[src/rtl/fdc_bridge_pkg.sv]
// Shared constants, host op codes and FSM states for the FDC disk bridge.
// Bit positions follow the uPD765 core's disk_sr / disk_cr words.
package fdc_bridge_pkg;

  localparam int SR_HEAD = 15;
  localparam int SR_RD0  = 17;
  localparam int SR_RD1  = 18;
  localparam int SR_WR0  = 20;
  localparam int SR_WR1  = 21;
  localparam int SR_TOG  = 22;
  localparam int SR_SK0  = 24;
  localparam int SR_SK1  = 25;

  localparam int CR_ERR  = 3;
  localparam int CR_DONE = 4;
  localparam int CR_PRES = 5;

  typedef enum logic [1:0] {
    OP_SEEK  = 2'd0,
    OP_READ  = 2'd1,
    OP_WRITE = 2'd2
  } host_op_e;

  typedef enum logic [2:0] {
    ST_IDLE,
    ST_REQ,
    ST_RD_STREAM,
    ST_WR_FETCH,
    ST_WR_HOLD,
    ST_WR_WAIT,
    ST_DONE
  } state_e;

  typedef struct packed {
    logic     vld;
    host_op_e op;
    logic     drv;
  } req_t;

  function automatic logic any_req(input logic [31:0] sr);
    return sr[SR_RD0] | sr[SR_RD1] | sr[SR_WR0] |
           sr[SR_WR1] | sr[SR_SK0] | sr[SR_SK1];
  endfunction

  // Seek beats read beats write; drive 0 beats drive 1.
  function automatic req_t decode_req(input logic [31:0] sr);
    req_t r;
    r = '{vld: 1'b0, op: OP_SEEK, drv: 1'b0};
    if (sr[SR_SK0])      r = '{1'b1, OP_SEEK,  1'b0};
    else if (sr[SR_SK1]) r = '{1'b1, OP_SEEK,  1'b1};
    else if (sr[SR_RD0]) r = '{1'b1, OP_READ,  1'b0};
    else if (sr[SR_RD1]) r = '{1'b1, OP_READ,  1'b1};
    else if (sr[SR_WR0]) r = '{1'b1, OP_WRITE, 1'b0};
    else if (sr[SR_WR1]) r = '{1'b1, OP_WRITE, 1'b1};
    return r;
  endfunction

endpackage

[src/rtl/fdc_disk_bridge_if.sv]
// FDC-side and host-side signal bundle of the disk bridge.
// master is the bridge, slave is the FDC core plus host loader.
interface fdc_disk_bridge_if;

  logic [31:0] disk_sr;
  logic [31:0] disk_cr;
  logic [7:0]  disk_data_in;
  logic        disk_data_clkin;
  logic [7:0]  disk_data_out;
  logic        disk_data_clkout;
  logic [1:0]  disk_inserted;

  logic        host_req;
  logic [1:0]  host_op;
  logic        host_drive;
  logic        host_head;
  logic [6:0]  host_cyl;
  logic [7:0]  host_sector;
  logic        host_ack;
  logic        host_err;
  logic [7:0]  host_rd_data;
  logic        host_rd_valid;
  logic [7:0]  host_wr_data;
  logic        host_wr_valid;
  logic        host_wr_ready;

  logic        idtab_we;
  logic [3:0]  idtab_addr;
  logic [7:0]  idtab_wdata;
  logic [4:0]  idtab_count;

  modport master (
    input  disk_sr, disk_data_out, disk_inserted,
    input  host_ack, host_err, host_rd_data,
    input  host_rd_valid, host_wr_ready,
    input  idtab_we, idtab_addr, idtab_wdata,
    input  idtab_count,
    output disk_cr, disk_data_in, disk_data_clkin,
    output disk_data_clkout,
    output host_req, host_op, host_drive,
    output host_head, host_cyl, host_sector,
    output host_wr_data, host_wr_valid
  );

  modport slave (
    output disk_sr, disk_data_out, disk_inserted,
    output host_ack, host_err, host_rd_data,
    output host_rd_valid, host_wr_ready,
    output idtab_we, idtab_addr, idtab_wdata,
    output idtab_count,
    input  disk_cr, disk_data_in, disk_data_clkin,
    input  disk_data_clkout,
    input  host_req, host_op, host_drive,
    input  host_head, host_cyl, host_sector,
    input  host_wr_data, host_wr_valid
  );

endinterface

[src/rtl/fdc_idtab.sv]
// Per-track sector-ID table with a toggle-driven read index.
// The toggle history is primed on the first clock after reset.
module fdc_idtab #(
  parameter int IDTAB_DEPTH = 16
) (
  input  logic       clk,
  input  logic       rst_n,
  input  logic       we_i,
  input  logic [3:0] addr_i,
  input  logic [7:0] wdata_i,
  input  logic [4:0] count_i,
  input  logic       tog_i,
  input  logic       clr_i,
  output logic [7:0] id_o
);

  localparam int IW =
    (IDTAB_DEPTH > 1) ? $clog2(IDTAB_DEPTH) : 1;

  logic [7:0]    tab_q [IDTAB_DEPTH];
  logic [IW-1:0] idx_q, idx_d;
  logic          tog_q;
  logic          primed_q;
  logic          adv;
  logic [4:0]    nxt;

  assign adv = primed_q & (tog_i ^ tog_q);
  assign nxt = 5'(idx_q) + 5'd1;

  always_comb begin
    idx_d = idx_q;
    if (clr_i)
      idx_d = '0;
    else if (adv)
      idx_d = (nxt >= count_i) ? '0 : IW'(nxt);
  end

  always_ff @(posedge clk or negedge rst_n) begin
    if (!rst_n) begin
      for (int i = 0; i < IDTAB_DEPTH; i++)
        tab_q[i] <= '0;
      idx_q    <= '0;
      tog_q    <= 1'b0;
      primed_q <= 1'b0;
    end else begin
      if (we_i)
        tab_q[IW'(addr_i)] <= wdata_i;
      idx_q    <= idx_d;
      tog_q    <= tog_i;
      primed_q <= 1'b1;
    end
  end

  assign id_o = (count_i == '0) ? 8'h00 : tab_q[idx_q];

endmodule

[src/rtl/fdc_disk_bridge.sv]
// uPD765 disk request decoder and host block-transfer sequencer.
// Streams one sector per request, byte-wise, via the FDC FIFO strobes.
module fdc_disk_bridge
  import fdc_bridge_pkg::*;
#(
  parameter int SECTOR_BYTES = 512,
  parameter int IDTAB_DEPTH  = 16
) (
  input logic               clk,
  input logic               rst_n,
  fdc_disk_bridge_if.master bus
);

  localparam int CW = $clog2(SECTOR_BYTES) + 1;
  localparam logic [CW-1:0] LAST = CW'(SECTOR_BYTES - 1);

  state_e        state_q, state_d;
  host_op_e      op_q, op_d;
  logic          drv_q, drv_d;
  logic          head_q, head_d;
  logic [6:0]    cyl_q, cyl_d;
  logic [7:0]    sec_q, sec_d;
  logic [CW-1:0] cnt_q, cnt_d;
  logic          err_q, err_d;
  logic [7:0]    wdat_q, wdat_d;
  logic [7:0]    rdat_q;
  logic          clkin_q;
  logic          pres_q;
  logic          seek_clr;
  logic [7:0]    next_id;
  req_t          dec;
  logic          unused_sr;

  assign dec = decode_req(bus.disk_sr);
  assign unused_sr = ^{bus.disk_sr[31:26],
                       bus.disk_sr[23],
                       bus.disk_sr[19],
                       bus.disk_sr[16]};

  always_comb begin
    state_d  = state_q;
    op_d     = op_q;
    drv_d    = drv_q;
    head_d   = head_q;
    cyl_d    = cyl_q;
    sec_d    = sec_q;
    cnt_d    = cnt_q;
    err_d    = err_q;
    wdat_d   = wdat_q;
    seek_clr = 1'b0;
    unique case (state_q)
      ST_IDLE: begin
        if (dec.vld) begin
          op_d   = dec.op;
          drv_d  = dec.drv;
          head_d = bus.disk_sr[SR_HEAD];
          cyl_d  = bus.disk_sr[14:8];
          sec_d  = bus.disk_sr[7:0];
          cnt_d  = '0;
          err_d  = 1'b0;
          if (!bus.disk_inserted[dec.drv]) begin
            state_d = ST_DONE;
            err_d   = 1'b1;
          end else if (dec.op == OP_WRITE) begin
            state_d = ST_WR_FETCH;
          end else begin
            state_d = ST_REQ;
          end
        end
      end
      ST_REQ: begin
        if (bus.host_ack) begin
          if (bus.host_err) begin
            state_d = ST_DONE;
            err_d   = 1'b1;
          end else if (op_q == OP_READ) begin
            state_d = ST_RD_STREAM;
          end else begin
            state_d  = ST_DONE;
            seek_clr = (op_q == OP_SEEK);
          end
        end
      end
      ST_RD_STREAM: begin
        if (bus.host_rd_valid) begin
          if (cnt_q == LAST) begin
            state_d = ST_DONE;
            cnt_d   = '0;
          end else begin
            cnt_d = cnt_q + CW'(1);
          end
        end
      end
      ST_WR_FETCH: state_d = ST_WR_HOLD;
      ST_WR_HOLD: begin
        wdat_d  = bus.disk_data_out;
        state_d = ST_WR_WAIT;
      end
      ST_WR_WAIT: begin
        if (bus.host_wr_ready) begin
          if (cnt_q == LAST) begin
            state_d = ST_REQ;
            cnt_d   = '0;
          end else begin
            state_d = ST_WR_FETCH;
            cnt_d   = cnt_q + CW'(1);
          end
        end
      end
      ST_DONE: begin
        if (!any_req(bus.disk_sr)) begin
          state_d = ST_IDLE;
          err_d   = 1'b0;
        end
      end
      default: state_d = ST_IDLE;
    endcase
  end

  always_ff @(posedge clk or negedge rst_n) begin
    if (!rst_n) begin
      state_q <= ST_IDLE;
      op_q    <= OP_SEEK;
      drv_q   <= 1'b0;
      head_q  <= 1'b0;
      cyl_q   <= '0;
      sec_q   <= '0;
      cnt_q   <= '0;
      err_q   <= 1'b0;
      wdat_q  <= '0;
      rdat_q  <= '0;
      clkin_q <= 1'b0;
      pres_q  <= 1'b0;
    end else begin
      state_q <= state_d;
      op_q    <= op_d;
      drv_q   <= drv_d;
      head_q  <= head_d;
      cyl_q   <= cyl_d;
      sec_q   <= sec_d;
      cnt_q   <= cnt_d;
      err_q   <= err_d;
      wdat_q  <= wdat_d;
      pres_q  <= bus.disk_inserted[drv_q];
      // Read bytes reach the FDC exactly one cycle after the host offers them.
      clkin_q <= (state_q == ST_RD_STREAM) & bus.host_rd_valid;
      if ((state_q == ST_RD_STREAM) && bus.host_rd_valid)
        rdat_q <= bus.host_rd_data;
    end
  end

  fdc_idtab #(
    .IDTAB_DEPTH(IDTAB_DEPTH)
  ) u_idtab (
    .clk     (clk),
    .rst_n   (rst_n),
    .we_i    (bus.idtab_we),
    .addr_i  (bus.idtab_addr),
    .wdata_i (bus.idtab_wdata),
    .count_i (bus.idtab_count),
    .tog_i   (bus.disk_sr[SR_TOG]),
    .clr_i   (seek_clr),
    .id_o    (next_id)
  );

  always_comb begin
    bus.disk_cr          = '0;
    bus.disk_cr[31:24]   = next_id;
    bus.disk_cr[CR_PRES] = pres_q;
    bus.disk_cr[CR_DONE] = (state_q == ST_DONE);
    bus.disk_cr[CR_ERR]  = (state_q == ST_DONE) & err_q;
  end

  assign bus.disk_data_in     = rdat_q;
  assign bus.disk_data_clkin  = clkin_q;
  assign bus.disk_data_clkout = (state_q == ST_WR_FETCH);
  assign bus.host_req         = (state_q == ST_REQ);
  assign bus.host_op          = op_q;
  assign bus.host_drive       = drv_q;
  assign bus.host_head        = head_q;
  assign bus.host_cyl         = cyl_q;
  assign bus.host_sector      = sec_q;
  assign bus.host_wr_data     = wdat_q;
  assign bus.host_wr_valid    = (state_q == ST_WR_WAIT);

endmodule

[src/flat_wrapper.sv]
// flat-port wrapper written by rule: the top's interface ports become plain ports
module fdc_disk_bridge_flat import fdc_bridge_pkg::*;
#(
  parameter int SECTOR_BYTES = 512,
  parameter int IDTAB_DEPTH  = 16
)
  (clk, rst_n, bus_disk_sr, bus_disk_data_out, bus_disk_inserted, bus_host_ack, bus_host_err, bus_host_rd_data, bus_host_rd_valid, bus_host_wr_ready, bus_idtab_we, bus_idtab_addr, bus_idtab_wdata, bus_idtab_count, bus_disk_cr, bus_disk_data_in, bus_disk_data_clkin, bus_disk_data_clkout, bus_host_req, bus_host_op, bus_host_drive, bus_host_head, bus_host_cyl, bus_host_sector, bus_host_wr_data, bus_host_wr_valid);
  fdc_disk_bridge_if bus_i ();
  input logic clk;
  input logic rst_n;
  input wire logic [$bits(bus_i.disk_sr)-1:0] bus_disk_sr;
  input wire logic [$bits(bus_i.disk_data_out)-1:0] bus_disk_data_out;
  input wire logic [$bits(bus_i.disk_inserted)-1:0] bus_disk_inserted;
  input wire logic [$bits(bus_i.host_ack)-1:0] bus_host_ack;
  input wire logic [$bits(bus_i.host_err)-1:0] bus_host_err;
  input wire logic [$bits(bus_i.host_rd_data)-1:0] bus_host_rd_data;
  input wire logic [$bits(bus_i.host_rd_valid)-1:0] bus_host_rd_valid;
  input wire logic [$bits(bus_i.host_wr_ready)-1:0] bus_host_wr_ready;
  input wire logic [$bits(bus_i.idtab_we)-1:0] bus_idtab_we;
  input wire logic [$bits(bus_i.idtab_addr)-1:0] bus_idtab_addr;
  input wire logic [$bits(bus_i.idtab_wdata)-1:0] bus_idtab_wdata;
  input wire logic [$bits(bus_i.idtab_count)-1:0] bus_idtab_count;
  output wire logic [$bits(bus_i.disk_cr)-1:0] bus_disk_cr;
  output wire logic [$bits(bus_i.disk_data_in)-1:0] bus_disk_data_in;
  output wire logic [$bits(bus_i.disk_data_clkin)-1:0] bus_disk_data_clkin;
  output wire logic [$bits(bus_i.disk_data_clkout)-1:0] bus_disk_data_clkout;
  output wire logic [$bits(bus_i.host_req)-1:0] bus_host_req;
  output wire logic [$bits(bus_i.host_op)-1:0] bus_host_op;
  output wire logic [$bits(bus_i.host_drive)-1:0] bus_host_drive;
  output wire logic [$bits(bus_i.host_head)-1:0] bus_host_head;
  output wire logic [$bits(bus_i.host_cyl)-1:0] bus_host_cyl;
  output wire logic [$bits(bus_i.host_sector)-1:0] bus_host_sector;
  output wire logic [$bits(bus_i.host_wr_data)-1:0] bus_host_wr_data;
  output wire logic [$bits(bus_i.host_wr_valid)-1:0] bus_host_wr_valid;
  assign bus_i.disk_sr = bus_disk_sr;
  assign bus_i.disk_data_out = bus_disk_data_out;
  assign bus_i.disk_inserted = bus_disk_inserted;
  assign bus_i.host_ack = bus_host_ack;
  assign bus_i.host_err = bus_host_err;
  assign bus_i.host_rd_data = bus_host_rd_data;
  assign bus_i.host_rd_valid = bus_host_rd_valid;
  assign bus_i.host_wr_ready = bus_host_wr_ready;
  assign bus_i.idtab_we = bus_idtab_we;
  assign bus_i.idtab_addr = bus_idtab_addr;
  assign bus_i.idtab_wdata = bus_idtab_wdata;
  assign bus_i.idtab_count = bus_idtab_count;
  assign bus_disk_cr = bus_i.disk_cr;
  assign bus_disk_data_in = bus_i.disk_data_in;
  assign bus_disk_data_clkin = bus_i.disk_data_clkin;
  assign bus_disk_data_clkout = bus_i.disk_data_clkout;
  assign bus_host_req = bus_i.host_req;
  assign bus_host_op = bus_i.host_op;
  assign bus_host_drive = bus_i.host_drive;
  assign bus_host_head = bus_i.host_head;
  assign bus_host_cyl = bus_i.host_cyl;
  assign bus_host_sector = bus_i.host_sector;
  assign bus_host_wr_data = bus_i.host_wr_data;
  assign bus_host_wr_valid = bus_i.host_wr_valid;
  fdc_disk_bridge #(.SECTOR_BYTES(SECTOR_BYTES), .IDTAB_DEPTH(IDTAB_DEPTH)) u_core (.clk(clk), .rst_n(rst_n), .bus(bus_i));
endmodule
[config.mk]
export PLATFORM = sky130hd
export DESIGN_NAME = fdc_disk_bridge_flat
export DESIGN_NICKNAME = d
export VERILOG_FILES = /design/src/rtl/fdc_bridge_pkg.sv /design/src/rtl/fdc_disk_bridge_if.sv /design/src/rtl/fdc_idtab.sv /design/src/rtl/fdc_disk_bridge.sv /design/src/flat_wrapper.sv
export SDC_FILE = /design/constraint.sdc
export NUM_CORES = 1
export LEC_CHECK = 0
export BUFFER_PORTS_ARGS = -buffer_cell sky130_fd_sc_hd__clkbuf_2
export CAP_MARGIN = 20
export CORE_UTILIZATION = 25
export DETAILED_ROUTE_END_ITERATION = 6
export GPL_TIMING_DRIVEN = 0
export HOLD_SLACK_MARGIN = 0.08
export PLACE_DENSITY = 0.42
export RECOVER_POWER = 25
export SLEW_MARGIN = 20
export SYNTH_ARGS = -nofsm -noshare
export SYNTH_HDL_FRONTEND = slang
export SYNTH_SLANG_ARGS = --single-unit
[constraint.sdc]
create_clock -name clk -period 4.3 [get_ports clk]
set_clock_uncertainty 0.1 [all_clocks]
set_input_delay 0.43 -clock clk [delete_from_list [all_inputs] [get_ports clk]]
set_output_delay 0.43 -clock clk [all_outputs]
set_load 0.01 [all_outputs]
==> flow_summary.json <==
{
  "synthFlopType": "dfrtp_1",
  "hold_ws_ps": 123,
  "yosys_warnings": 0,
  "power_density_mw_per_mm2": 598,
  "dieWidth_um": 190,
  "required_ps": 3770,
  "dp_hpwl_mm": 15.7,
  "grt_max_degree": 76,
  "cts_buffer_depth": 2,
  "area_growth_pct": 20.4,
  "routedWlPerCell_um": 17.1,
  "setup.worst_path.start": "u_core.u_idtab.idx_q[1]",
  "violations": "max-capacitance violations, max-slew violations",
  "cts_buffers": 17,
  "cts-root-buf": "clkbuf_16",
  "ys_seq_area_share_pct": 52.4,
  "p_leak_nw": 4.69,
  "ant_nets": 0,
  "fill_cells": 3592,
  "holdCritPathClass": "in -> reg",
  "route.final.wire_length_mm": 22.2,
  "cp_slowest_cell": "clkbuf_1",
  "slew_headroom_pct": -35.7,
  "r2r_start": "u_core.u_idtab.idx_q[0]",
  "hp-start": "bus_disk_sr[1]",
  "synth_common_cells": "dfrtp_1 (185), mux2_2 (164), nor2_1 (35)",
  "nNetsFinal": 912,
  "vias": 5810,
  "ys_seq_elements": 185,
  "synthTopCellsByArea": "dfrtp_1 (52%), mux2_2 (21%), mux4_2 (4.1%), mux2i_1 (3.7%), buf_4 (1.9%)",
  "critPathKind": "reg -> out",
  "io-pin-count": 145,
  "p_comb_share_pct": 36.5,
  "period_minus_slack_ps": 3500,
  "place.gp.congestion": 0.731,
  "max_stage_delay_ps": 410,
  "grt_pass1_vias": 5904,
  "drc_errors": 0,
  "max_cap_violations": 1,
  "overflow": 0,
  "yosysMostFrequentCell": "dfrtp_1",
  "async_reset_ff_share_pct": 100,
  "cts.sinks": 185,
  "path_cells": "buf_2 > nand2_1 > clkbuf_1 > o221ai_1 > a21boi_0 > nor3_1 > clkbuf_2",
  "io_buffers": 112,
  "syn-instance-count": 676,
  "drtIter0Drc": 274,
  "cp-end-kind": "primary output",
  "synth_top_area_cell": "dfrtp_1",
  "cts-htree-levels": 4,
  "syn_area_per_cell_sq_um": 13.1,
  "cts_tree": "built",
  "vdd.ir_drop.worst_mv": 0.275,
  "grt_antenna_before_repair": 0,
  "grt_use_total_pct": 13.0,
  "switching_share_pct": 35.0,
  "post-cts-setup-buffer-count": 0,
  "crit_fanout": 10,
  "start_util_pct": 25.5,
  "p_sw_mw": 2.23,
  "die_height_um": 190,
  "synth_edf_count": 0,
  "grt_pass1_wl_mm": 35.2,
  "netlist.area_leader.share_pct": 52.4,
  "viasPerCell": 4.47,
  "status": "complete, but fails checks",
  "setup_viol": 0,
  "synth_cell_types": 50,
  "startpoint_type": "register",
  "worst_slew_pin_slew_ps": 2040,
  "postLayoutCoreUtil_pct": 30.7,
  "power_frac_seq_pct": 39.4,
  "layout-drive-gt1-share_pct": 41.8,
  "p_clk_share_pct": 24.1,
  "timing.fmax_mhz": 285,
  "power.internal_mw": 4.14,
  "rows": 68,
  "ctsResizeCount": 0,
  "slew_viol_final": 75,
  "fp.coreArea_sq_mm": 0.0346,
  "hold_viol": 0,
  "diodes": 0,
  "worstPathArrival_ps": 2970,
  "finalCritPeriodShare_pct": 81.5,
  "die-area_sq_mm": 0.0361,
  "synth.cell_area_sq_mm": 0.00884,
  "rsz0062_at_grt": "false",
  "drt-pass1-iter-count": 6,
  "hold_buffers": 2,
  "clkSlewWorstSetupHoldPaths_ps": 70,
  "clkLatencyLatePin_ps": 440
}
## final cells by class
type | count | area (sq um) | share of cell area (%)
Multi-Input combinational cell | 442 | 3920 | 36.8
Tap cell | 455 | 569 | 5.35
Timing Repair Buffer | 116 | 597 | 5.61
Inverter | 13 | 48.8 | 0.459
Clock inverter | 15 | 133 | 1.25
Sequential cell | 185 | 4630 | 43.5
Buffer | 56 | 319 | 3.00
Clock buffer | 17 | 425 | 4.00
## layout by cell type (no fill, tap or decap), drive strengths merged, types with 3 or more instances in the layout
| cell type | instances |
|---|---|
| nand2b | 9 |
| a21boi | 10 |
| mux4 | 16 |
| a31o | 3 |
| nand3 | 13 |
| nor3b | 4 |
| ha | 7 |
| clkinv | 5 |
| inv | 22 |
| and3 | 5 |
| clkbuf | 153 |
| and2 | 3 |
| nor2 | 35 |
| dfrtp | 185 |
| mux2i | 33 |
| nand3b | 5 |
| a21oi | 6 |
| o221ai | 16 |
| nor3 | 15 |
| mux2 | 164 |
| conb | 22 |
| buf | 34 |
| or3 | 5 |
| o21ai | 24 |
| nor2b | 3 |
| nand2 | 17 |
## metrics by stage
step                      instances  instance area [sq um]  setup TNS, ps  worst slack (ps)  power (mW)
final                          1299                  10600              0               797        6.37
after global routing           1299                  10600              0               331        6.82
after CTS                      1299                  10700              0               666        6.51
after detailed placement       1265                  10100              0              1160        4.94
after global placement         1263                  10000        -243600             -1340        4.91
after floorplan                 696                   8910              0              2030        4.09
## logic make-up after synthesis
kind of cell / Yosys count / synth area share [%]
compound gates: 77 / 6.13
xor+xnor: 3 / 0.297
fa+ha+maj: 7 / 0.991
buf+inv: 69 / 4.16
flops: 185 / 52.4
mux: 213 / 28.7
other cells: 2 / 0.0850
simple gates: 120 / 7.24
## sequential cells by signal, indices dropped and copies added, names as in the netlist, 2 cells and up
register and flops:
u_core.bus.host_op 2, u_core.bus.host_cyl 7, u_core.bus.host_wr_data 8, u_core.u_idtab.idx_q 4
u_core.u_idtab.tab_q 128, u_core.bus.host_sector 8, u_core.state_q 3, u_core.bus.disk_data_in 8
u_core.cnt_q 10
## critical path, delay by kind of cell, from the launching register on
| kind | cells | cell delay, ps |
|---|---|---|
| compound gates | 2 | 500 |
| buf+inv | 3 | 920 |
| simple gates | 2 | 750 |
| flops | 1 | 370 |
## power by group through the flow
stage / logic [mW] / registers [mW] / clock network (mW)
4_1_cts: 2.40 / 2.51 / 1.60
3_5_place_dp: 2.40 / 2.54 / 0
2_1_floorplan: 1.54 / 2.56 / 0
6_report: 2.33 / 2.51 / 1.53
3_3_place_gp: 2.38 / 2.54 / 0
5_1_grt: 2.56 / 2.59 / 1.67
## final timing paths
kind                       slack (ps)                    endpoint  depth (start not counted)
max reg2reg                      1470     u_core.u_idtab.idx_q[2]                          9
min                               120   u_core.bus.host_sector[1]                          2
max in group asynchronous         980  u_core.bus.disk_data_in[5]                          3
max                               800             bus_disk_cr[28]                          7
min reg2reg                       400                u_core.err_q                          1
min in group asynchronous        1020   u_core.u_idtab.tab_q[117]                          2
## per-layer routing
| metal | global-route usage (%) | share of wire, % |
|---|---|---|
| met4 | 2.88 | 0.86 |
| met3 | 3.17 | 3.6 |
| met1 | 18.3 | 49 |
| met5 | 0 | 0 |
| met2 | 19.9 | 46 |
Power figures use the tool's default switching activity.
